File: src/rtl/mcs4_addr_stack.sv
// MCS-4 program counter with circular return-address stack.
// One sequencing command is applied per instruction cycle on the X3 edge.
// The PC is presented nibble-serially during A1..A3.
module mcs4_addr_stack #(
  parameter int ADDR_W   = 12,
  parameter int CHAR_W   = 4,
  parameter int DEPTH    = 4,
  parameter int OVF_MODE = 0
) (
  input  logic                     clk,
  input  logic                     rst,
  input  logic [2:0]               icyc,
  input  logic [2:0]               cmd,
  input  logic [ADDR_W-1:0]        tgt,
  output logic [ADDR_W-1:0]        pc,
  output logic [CHAR_W-1:0]        addr_nib,
  output logic                     addr_drive,
  output logic [$clog2(DEPTH)-1:0] depth,
  output logic                     ovf,
  output logic                     unf,
  input  logic                     flag_clr
);

  localparam int NIBS = ADDR_W / CHAR_W;
  localparam int LVL  = DEPTH - 1;
  localparam int DW   = $clog2(DEPTH);
  localparam int PW   = (LVL > 1) ? $clog2(LVL) : 1;

  typedef enum logic [2:0] {
    C_NEXT  = 3'd0,
    C_JUMP  = 3'd1,
    C_CALL  = 3'd2,
    C_RET   = 3'd3,
    C_SHORT = 3'd4,
    C_HOLD  = 3'd5
  } cmd_e;

  // The address must split into one to three whole bus characters.
  if ((ADDR_W % CHAR_W) != 0 || NIBS < 1 || NIBS > 3 || DEPTH < 2) begin : g_bad_cfg
    $error("mcs4_addr_stack: unsupported ADDR_W/CHAR_W/DEPTH combination");
  end

  logic [ADDR_W-1:0] stk [LVL];
  logic [PW-1:0]     wp;
  logic [PW-1:0]     wp_inc, wp_dec;
  logic [ADDR_W-1:0] inc, short_pc;
  logic              x3, full, empty;

  assign x3     = (icyc == 3'd7);
  assign inc    = pc + 1'b1;
  assign full   = (depth == DW'(LVL));
  assign empty  = (depth == '0);
  assign wp_inc = (wp == PW'(LVL - 1)) ? '0 : wp + 1'b1;
  assign wp_dec = (wp == '0) ? PW'(LVL - 1) : wp - 1'b1;

  // SHORT keeps the page of the incremented PC and replaces the low byte.
  always_comb begin
    short_pc = inc;
    for (int i = 0; i < ADDR_W && i < 8; i++) short_pc[i] = tgt[i];
  end

  // PC, stack and sticky flags; flag sets are written last so they beat flag_clr.
  always_ff @(posedge clk) begin
    if (rst) begin
      pc    <= '0;
      depth <= '0;
      wp    <= '0;
      ovf   <= 1'b0;
      unf   <= 1'b0;
      for (int i = 0; i < LVL; i++) stk[i] <= '0;
    end else begin
      if (flag_clr) begin
        ovf <= 1'b0;
        unf <= 1'b0;
      end
      if (x3) begin
        case (cmd_e'(cmd))
          C_JUMP:  pc <= tgt;
          C_CALL: begin
            pc <= tgt;
            if (full) ovf <= 1'b1;
            // Wrap mode overwrites the oldest entry; hold mode drops the push.
            if (!full || OVF_MODE == 0) begin
              stk[wp] <= inc;
              wp      <= wp_inc;
              if (!full) depth <= depth + 1'b1;
            end
          end
          C_RET: begin
            if (empty) unf <= 1'b1;
            // Wrap mode returns a stale entry on underflow; hold mode falls through.
            if (!empty || OVF_MODE == 0) begin
              pc <= stk[wp_dec];
              wp <= wp_dec;
              if (!empty) depth <= depth - 1'b1;
            end else begin
              pc <= inc;
            end
          end
          C_SHORT: pc <= short_pc;
          C_HOLD:  ;
          default: pc <= inc;
        endcase
      end
    end
  end

  // Nibble-serial address bus, low character first at A1.
  always_comb begin
    addr_nib   = '0;
    addr_drive = 1'b0;
    for (int k = 0; k < NIBS; k++) begin
      if (icyc == 3'(k)) begin
        addr_nib   = pc[k*CHAR_W +: CHAR_W];
        addr_drive = 1'b1;
      end
    end
  end

endmodule

File: config.mk
export PLATFORM = sky130hd
export DESIGN_NAME = mcs4_addr_stack
export DESIGN_NICKNAME = d
export VERILOG_FILES = /design/src/rtl/mcs4_addr_stack.sv
export SDC_FILE = /design/constraint.sdc
export NUM_CORES = 1
export LEC_CHECK = 0
export ABC_CLOCK_PERIOD_IN_PS = 5150
export BUFFER_PORTS_ARGS = -buffer_cell sky130_fd_sc_hd__buf_2
export CORE_ASPECT_RATIO = 2
export CORE_MARGIN = 1.5
export CORE_UTILIZATION = 36
export DETAILED_ROUTE_END_ITERATION = 8
export PLACE_DENSITY = 0.58
export REMOVE_ABC_BUFFERS = 1
export SYNTH_ARGS = -nofsm -noshare
export SYNTH_HDL_FRONTEND = slang
export SYNTH_SLANG_ARGS = --single-unit
File: constraint.sdc
create_clock -name clk -period 5.15 [get_ports clk]
set_input_delay 1.03 -clock clk [delete_from_list [all_inputs] [get_ports clk]]
set_output_delay 1.03 -clock clk [all_outputs]
set_load 0.1 [all_outputs]
==> results.md, run 1 <==
Clock network:
- After clock tree synthesis, the clock-pin slew on the worst setup and hold paths is 0.05 ns.
- The tree is rooted in a clkbuf_16.
- The number of CTS-inserted buffers is 9.
- At the later pin of the worst-skew pair, clock insertion delay measures 0.33 ns.
- The H-tree depth is 3.
- The TritonCTS clock tree is yes.
- Counting along the longest clock path gives a buffer depth of 2.
- In this run the post-CTS setup repair buffer count came out at 0.
- The count of hold buffers inserted by post-cts repair is 0.
- Gates resized during post-CTS repair numbered 0.
- The number of clock sinks is 66.

GRT:
- The final global-route overflow total is 0.
- In the global route stage, overall resource usage came out at 0.1897.
- In the global route stage, met1 resource usage came out at 0.1996.
- For met3 alone, demand over resource in global routing was 0.03399.
- The maximum number of pins on one net before global-route repair is 22.
- The number of global-route vias before repair came to 2663.
- The global-route wire length before repair is 14260 um.
- The initial antenna violation count is 0.
- The busiest layer in global routing is met2.
- For met2 alone, demand over resource in global routing was 0.3506.

Placement:
- The cell count after placement is 445.
- During placement, the flow inserted port buffers numbering 41.
- Detailed placement ended at an HPWL of 6890 um.
- The global placement routability congestion is 0.8653.

Layout:
- The number of standard cells in the layout, taps in and fillers out is 461.
- The area added between synthesis and finish is 13.82%.
- The number of nets in the finished design is 379.
- The count of antenna diodes in the layout is 0.
- Of the cells placed in the final design, the portion with a size suffix greater than 1 is 0.2325.

Setup path:
- The critical path buffer and inverter count is 2.
- The arrival time of the worst setup path is 2.13 ns.
- For this design, the slowest cell found on the critical path is buf_2.
- STA classifies the critical path startpoint as an input pin.
- The cell family contributing the most delay on the critical path is buffers and inverters.
- Walking the worst path, the cells encountered are buf_2 -> nor2b_1 -> a21oi_1 -> nor2_1 -> buf_2.
- Counting stages on the worst path, the most repeated cell is buf_2.
- In this run the worst path has a maximum fanout of 8.
- The critical path in this run is classified as input pin to primary output.
- The endpoint type of the worst setup path is a primary output.
- The maximum cell stage delay along the critical path is 0.43 ns.
- The endpoint required time on the critical path is 4.12 ns.

Floorplanning:
- The die outline height is 142.2 um.
- 42 I/O pins were placed.
- Measured along the x axis, the die boundary spans 72.58 um.
- The floorplan step defined a core boundary enclosing 9384 sq um.
- The initial utilization of the core area, before any placement, comes to 0.3715.
- The cell row count is 50.
- The floorplan step defined a die boundary enclosing 10320 sq um.

STA:
- The portion of the clock cycle consumed by the worst path in the final layout is 0.6140.
- The routed design could run at a clock period as short as 3.162 ns.
- The hold violation count in the final report is 0.
- Setup repair after global routing left no endpoint under its margin.
- Setup violations remaining at the end of the flow were counted as 0.
- Summed over all failing endpoints, the final setup total negative slack is 0 ns.
- Headroom to the max-slew limit came out at 0.2307.
- The worst clock skew is 0.009097 ns.
- The count of pins over their slew limit came to 0.
- The actual transition at the worst max-transition pin is 1.150 ns.
- The maximum clock rate is 316.2 MHz.

Synthesis:
- The largest family of logic cells by synthesized area is simple AND/OR/NAND/NOR gates.
- Of the total synthesized cell area, the portion taken by XOR and XNOR cells is 0.02261.
- The post-synthesis sequential element count is 66.
- In this run, distinct cell masters in the synthesized netlist total 53.
- The sequential share of the synthesized area is 0.5169.
- During synthesis, Yosys emitted a total of 0 warnings.
- Measured against the total synthesized area, the mux share comes to 0.09691.
- After synthesis, the share of flip-flops with an asynchronous set or reset is 0.
- The top flip-flop cell by instance count after synthesis is edfxtp_1.
- The mean instance size in the synthesized netlist is 10.89 sq um.
- The area share of and/or/nand/nor cells after synthesis is 0.1644.
- The post-synthesis cell count is 320.
- Of the total synthesized cell area, the portion taken by full adders, half adders and majority gates is 0.02154.
- The cell area that synthesis handed to floorplanning was 3486 sq um.
- The compound-cell area share of the yosys netlist is 0.1206.
- The number of flops mapped to enable cells by yosys is 48.
- The fraction of post-synthesis cell area in the top cell type by area is 0.4135.
- By area the synthesized netlist is led by edfxtp_1 (41%), dfxtp_1 (10%), mux4_2 (7.1%).
- The library cell occupying the most area in the post-synthesis netlist is edfxtp_1.

Route:
- Once detail routing completed, the nets flagged for antenna violations numbered 0.
- The number of vias per cell after detailed routing is 5.651.
- For this run, design rule violations remaining after detail routing come to 0.
- Dividing the detail-routed wire length by the instance count gives 19.67 um.
- The initial detailed-routing violation count is 228.
- Across all layers, the routed design uses 2605 vias.
- The first detailed-routing pass took 4 iterations.
- For this block, the routed nets add up to 9067 um of wire.

Run:
- Max-cap violations in this run came to 0.

Power:
- For this design the static power due to leakage is 1.474 nW.
- The maximum vdd ir drop is 0.1671 mV.
- The power per standard cell area is 326.7 nW/um^2.
- Overall power consumption after layout is estimated at 1.296 mW.

Hold path:
- The worst hold-check path type is register to register.

Outcome:
- The run finished with clean final reports.
placed cells by master, fill, tap and decap left out, drive strengths merged, types with 2 or more instances in the layout:
master / n
o221ai: 4
edfxtp: 48
mux2i: 9
buf: 41
a31oi: 2
clkinvlp: 3
nand2: 16
nor4: 3
xor2: 3
clkinv: 3
a21oi: 15
nor3: 8
ha: 6
or2: 2
a22oi: 4
mux4: 11
nand2b: 6
o21ai: 7
nor2: 68
nor2b: 2
inv: 21
a221oi: 4
a222oi: 2
or3: 2
o32ai: 2
xnor2: 6
nand3: 6
o21a: 3
dfxtp: 18
a211oi: 8
clkbuf: 9
a32oi: 2
tightest hold or removal path: stages (launching register included):
cell and delay (ns):
dfxtp_1 0.32, a32oi_1 0.05, nor2_1 0.07
per-stage QoR:
step,hold slack [ns],worst slack [ns],util,cell area [sq um]
after floorplan,0.5036,1.461,-,3362
after global placement,0.4575,2.013,0.3940,3697
after detailed placement,0.4714,1.994,0.3940,3697
after CTS,0.4841,1.984,0.4228,3968
after global routing,0.5007,1.873,0.4228,3968
final,0.4759,1.988,0.4228,3968
metal layers:
metal,share of wire,routed length (um)
met2,0.56,5096
met5,0,0
met3,0.046,420
met4,0.031,278
met1,0.36,3271
Yosys cell counts (2+ instances only):
cell	instances
nor2_1	59
edfxtp_1	48
inv_1	20
dfxtp_1	18
nand2_1	16
a21oi_1	15
mux4_2	11
mux2i_1	9
nor2_2	9
a211oi_1	8
buf_2	8
nor3_1	8
o21ai_0	7
ha_1	6
nand2b_1	6
xnor2_1	6
nand3_1	5
a221oi_1	4
a22oi_1	4
o221ai_1	4
clkbuf_1	3
nor4_1	3
o21a_1	3
xor2_1	3
a222oi_1	2
a31oi_1	2
a32oi_1	2
buf_1	2
buf_4	2
clkbuf_2	2
nor2b_1	2
o32ai_1	2
power by group:
part	switching, mW	internal [mW]
clock network	0.226	0.323
registers	0.0155	0.584
logic	0.107	0.0396
total	0.349	0.947
kinds of logic (layout without fill, tap and decap cells):
logic type | count (synthesis) | after routing
flip-flops | 66 | 66
XOR/XNOR | 9 | 9
buffers and inverters | 40 | 77
AND/OR/NAND/NOR | 119 | 119
adder cells (fa/ha/maj) | 6 | 6
AO/OA/AOI/OAI | 60 | 60
multiplexers | 20 | 20
worst paths after layout:
kind	cells after the start	end	slack [ns]	start
max reg2reg	5	pc[4]	2.69	wp[0]
min reg2reg	2	unf	0.48	unf
min	2	unf	0.48	unf
max	5	addr_nib[2]	1.99	icyc[1]
sequential cells by signal, indices dropped and copies added (netlist names):
name / flops
stk: 48
pc: 12
depth: 2
wp: 2
ovf: 1
unf: 1
layout make-up:
class | instances | area [sq um]
fillers | 908 | 5416
flip-flops and latches | 66 | 1802
multi-input cells | 214 | 1485
clock buffers | 9 | 225.2
repair buffers | 41 | 205.2
well taps | 104 | 130.1
inverters | 20 | 75.07
clock inverters | 7 | 45.04
Note: power is estimated with default switching activity, not from simulation.
==> run 2, diff against run 1 <==
- ABC_CLOCK_PERIOD_IN_PS: 5150 -> 2700
- PLACE_DENSITY: 0.58 -> 0.6
- clock period: 5.15 -> 2.7 ns (I/O delays scaled with it)
==> results.md, run 2 (synthesis gave the netlist of run 1 again) <==
Setup path:
- The beginning of the worst register-to-register path is wp[0].
- Data arrives at the worst endpoint at 1.64 ns.
- The worst setup path is launched from a register.
- The setup path with the least slack is of type register to primary output.
- STA classifies the critical path endpoint as a primary output.
- The largest individual stage delay along the critical path comes from the cell buf_2.
- Data on the critical path is required at its endpoint by 2.16 ns.
- Along the worst path, the maximum fanout reaches 8.
- Among the stages of the critical path, the cell type that occurs most often is nor2_1.
- In this run the critical register-to-register path is captured at pc[7].
- The setup slack of the most critical reg-to-reg path is 0.57 ns.
- The signal on the critical path passes through buf_4 -> mux2i_1 -> nor2_1 -> a21oi_1 -> nor2_1 -> buf_2.
- The number of cells traversed by the worst register-to-register path is 5.
- In this design, the stage delay of the slowest critical-path cell is 0.42 ns.

STA:
- Setup repair after global routing left no endpoint under its margin.
- The portion of the clock cycle consumed by the worst path in the final layout is 0.8058.
- The count of pins over their slew limit is 0.
- The count of endpoints failing setup in the final report is 0.
- The maximum clock rate is 459.6 MHz.
- The worst slew margin relative to its limit is 0.5493.
- The final sum of negative setup slack is 0 ns.
- The hold violation count in the final report came to 0.
- The worst hold slack is 0.4775 ns.
- The worst clock skew is 0.005832 ns.
- Counting I/O delays and the setup requirement, the final critical path takes 2.176 ns.
- For the pin with the worst max-slew slack, the measured transition is 0.6712 ns.

GRT:
- The initial antenna violation count is 0.
- The number of global-route vias before repair is 2674.
- Entering global routing, the biggest net connects 20 pins.
- The first global-routing pass estimated 14320 um of wire.
- In the global route stage, overall resource usage came out at 0.1905.
- The final global-route overflow total is 0.

Floorplanning:
- The placeable core area is 9384 sq um.
- The horizontal die dimension is 72.58 um.
- The die covers 10320 sq um.
- In this run the core area contains 50 standard-cell rows.
- The initial utilization of the core area, before any placement, comes to 0.3715.
- In this run the vertical extent of the chip is 142.2 um.
- The count of boundary I/O pins is 42.

Layout:
- The number of nets in the finished design is 392.
- Counting the fill cells in the layout gives 889.
- The flip-flop count of the largest register after layout is 48.
- The top cell types in the final layout, fill and taps aside, are nor2_1 (59), edfxtp_1 (48), buf_2 (41).
- The largest registers in the layout are stk: 48 flops, pc: 12 flops.
- Leaving out fill and tap cells, the most frequent cell in the layout is nor2_1.
- The repair_antennas step left the layout with diodes totalling 0.
- In the final layout, the share of cells above drive strength 1 is 0.2541.
- The share of the core filled with cells is 0.4351.
- The number of standard cells in the layout, taps in and fillers out is 474.
- The area added between synthesis and finish is 17.12%.
- stk holds more flip-flops than any other register.

Route:
- The initial detailed-routing violation count is 193.
- Before antenna repair, the detailed router went through 4 iterations.
- In this run the remaining antenna-violating nets after routing total 0.
- The per-cell routed wire length is 19.34 um.
- The number of vias per cell after detailed routing is 5.515.
- The routed layout has 2614 vias.
- After detailed routing, the number of remaining DRC violations is 0.
- The final layout contains routed wiring with a total length of 9168 um.

Placement:
- The cell count after placement is 458.
- Detailed placement ended at an HPWL of 6849 um.
- The global placement routability congestion is 0.8791.
- The count of input and output buffers is 41.

Power:
- Dividing total power by cell area gives a power density of 631.7 nW/um^2.
- The static leakage is 1.551 nW.
- VDD sags by at most 0.3967 mV.

Clock network:
- The H-tree depth is 3.
- TritonCTS built the clock tree.
- Post-CTS timing repair inserted 0 buffers for setup.
- The clock transition time at the flip-flop clock pins of the worst setup and hold paths is 0.06 ns.
- The count of hold buffers inserted by post-cts repair is 0.
- The cell sitting at the root of the clock tree is a clkbuf_16.
- The clock latency on the worst-skew pair is 0.33 ns.
- The number of clock sinks is 66.
- The number of CTS-inserted buffers is 9.
- Gates resized during post-CTS repair numbered 0.
- The maximum clock insertion buffer count is 2.

Hold path:
- The worst-case hold path end point is ovf.
- The start point of the worst hold path is ovf.
- The path class of the tightest hold or removal check is register to register.
- The depth of the worst hold-timing path is 2.

Run:
- The count of maximum capacitance violations is 0.

Outcome:
- The flow ran to the end, and the final reports show no timing, DRC or antenna violations.
## run 2: area by class of cell
type / count / area (sq um) / share of cell area
Clock buffer: 11 / 232.7 / 0.05700
Timing Repair Buffer: 54 / 302.8 / 0.07416
Inverter: 20 / 75.07 / 0.01839
Tap cell: 104 / 130.1 / 0.03187
Clock inverter: 5 / 55.05 / 0.01348
Sequential cell: 66 / 1802 / 0.4413
Multi-Input combinational cell: 214 / 1485 / 0.3638
## run 2: worst max-delay path: cells and delay by family, from the launching register on
| kind | cells | cell delay [ns] |
|---|---|---|
| AOI/OAI and AO/OA | 1 | 0.05 |
| buffers and inverters | 2 | 0.61 |
| and+or+nand+nor | 2 | 0.20 |
| muxes | 1 | 0.09 |
| DFF | 1 | 0.35 |
## run 2: where the power goes
part           total [mW]  switching (mW)  internal [mW]
logic               0.292           0.209         0.0837
clock network        1.15           0.435          0.712
registers            1.14          0.0264           1.11
total                2.58           0.670           1.91
## run 2: metrics by stage
| step | worst slack (ns) | area (sq um) | total power [mW] |
|---|---|---|---|
| floorplan | -0.4987 | 3362 | 1.350 |
| global placement | 0.3822 | 3795 | 1.449 |
| detailed placement | 0.3444 | 3795 | 1.454 |
| finish | 0.5243 | 4083 | 2.579 |
| CTS | 0.5112 | 4083 | 2.599 |
| global route | 0.3781 | 4083 | 2.663 |
## run 2: metal layers
metal / share of wire / track usage / vias up
met4: 0.034 / 0.1053 / 0
li1: - / - / 1258
met1: 0.39 / 0.2068 / 1265
met2: 0.55 / 0.3346 / 72
met5: 0 / 0 / -
met3: 0.032 / 0.04037 / 19
## run 2: how the worst max path moves through the flow
stage                     startpoint     endpoint  cells after the start
final                          pc[0]  addr_nib[0]                      6
after global routing           wp[0]        pc[8]                      7
after CTS                      pc[2]  addr_nib[2]                      5
after detailed placement     icyc[0]    stk[0][3]                      6
after global placement       icyc[0]    stk[0][4]                      6
after floorplan                pc[0]  addr_nib[0]                      4
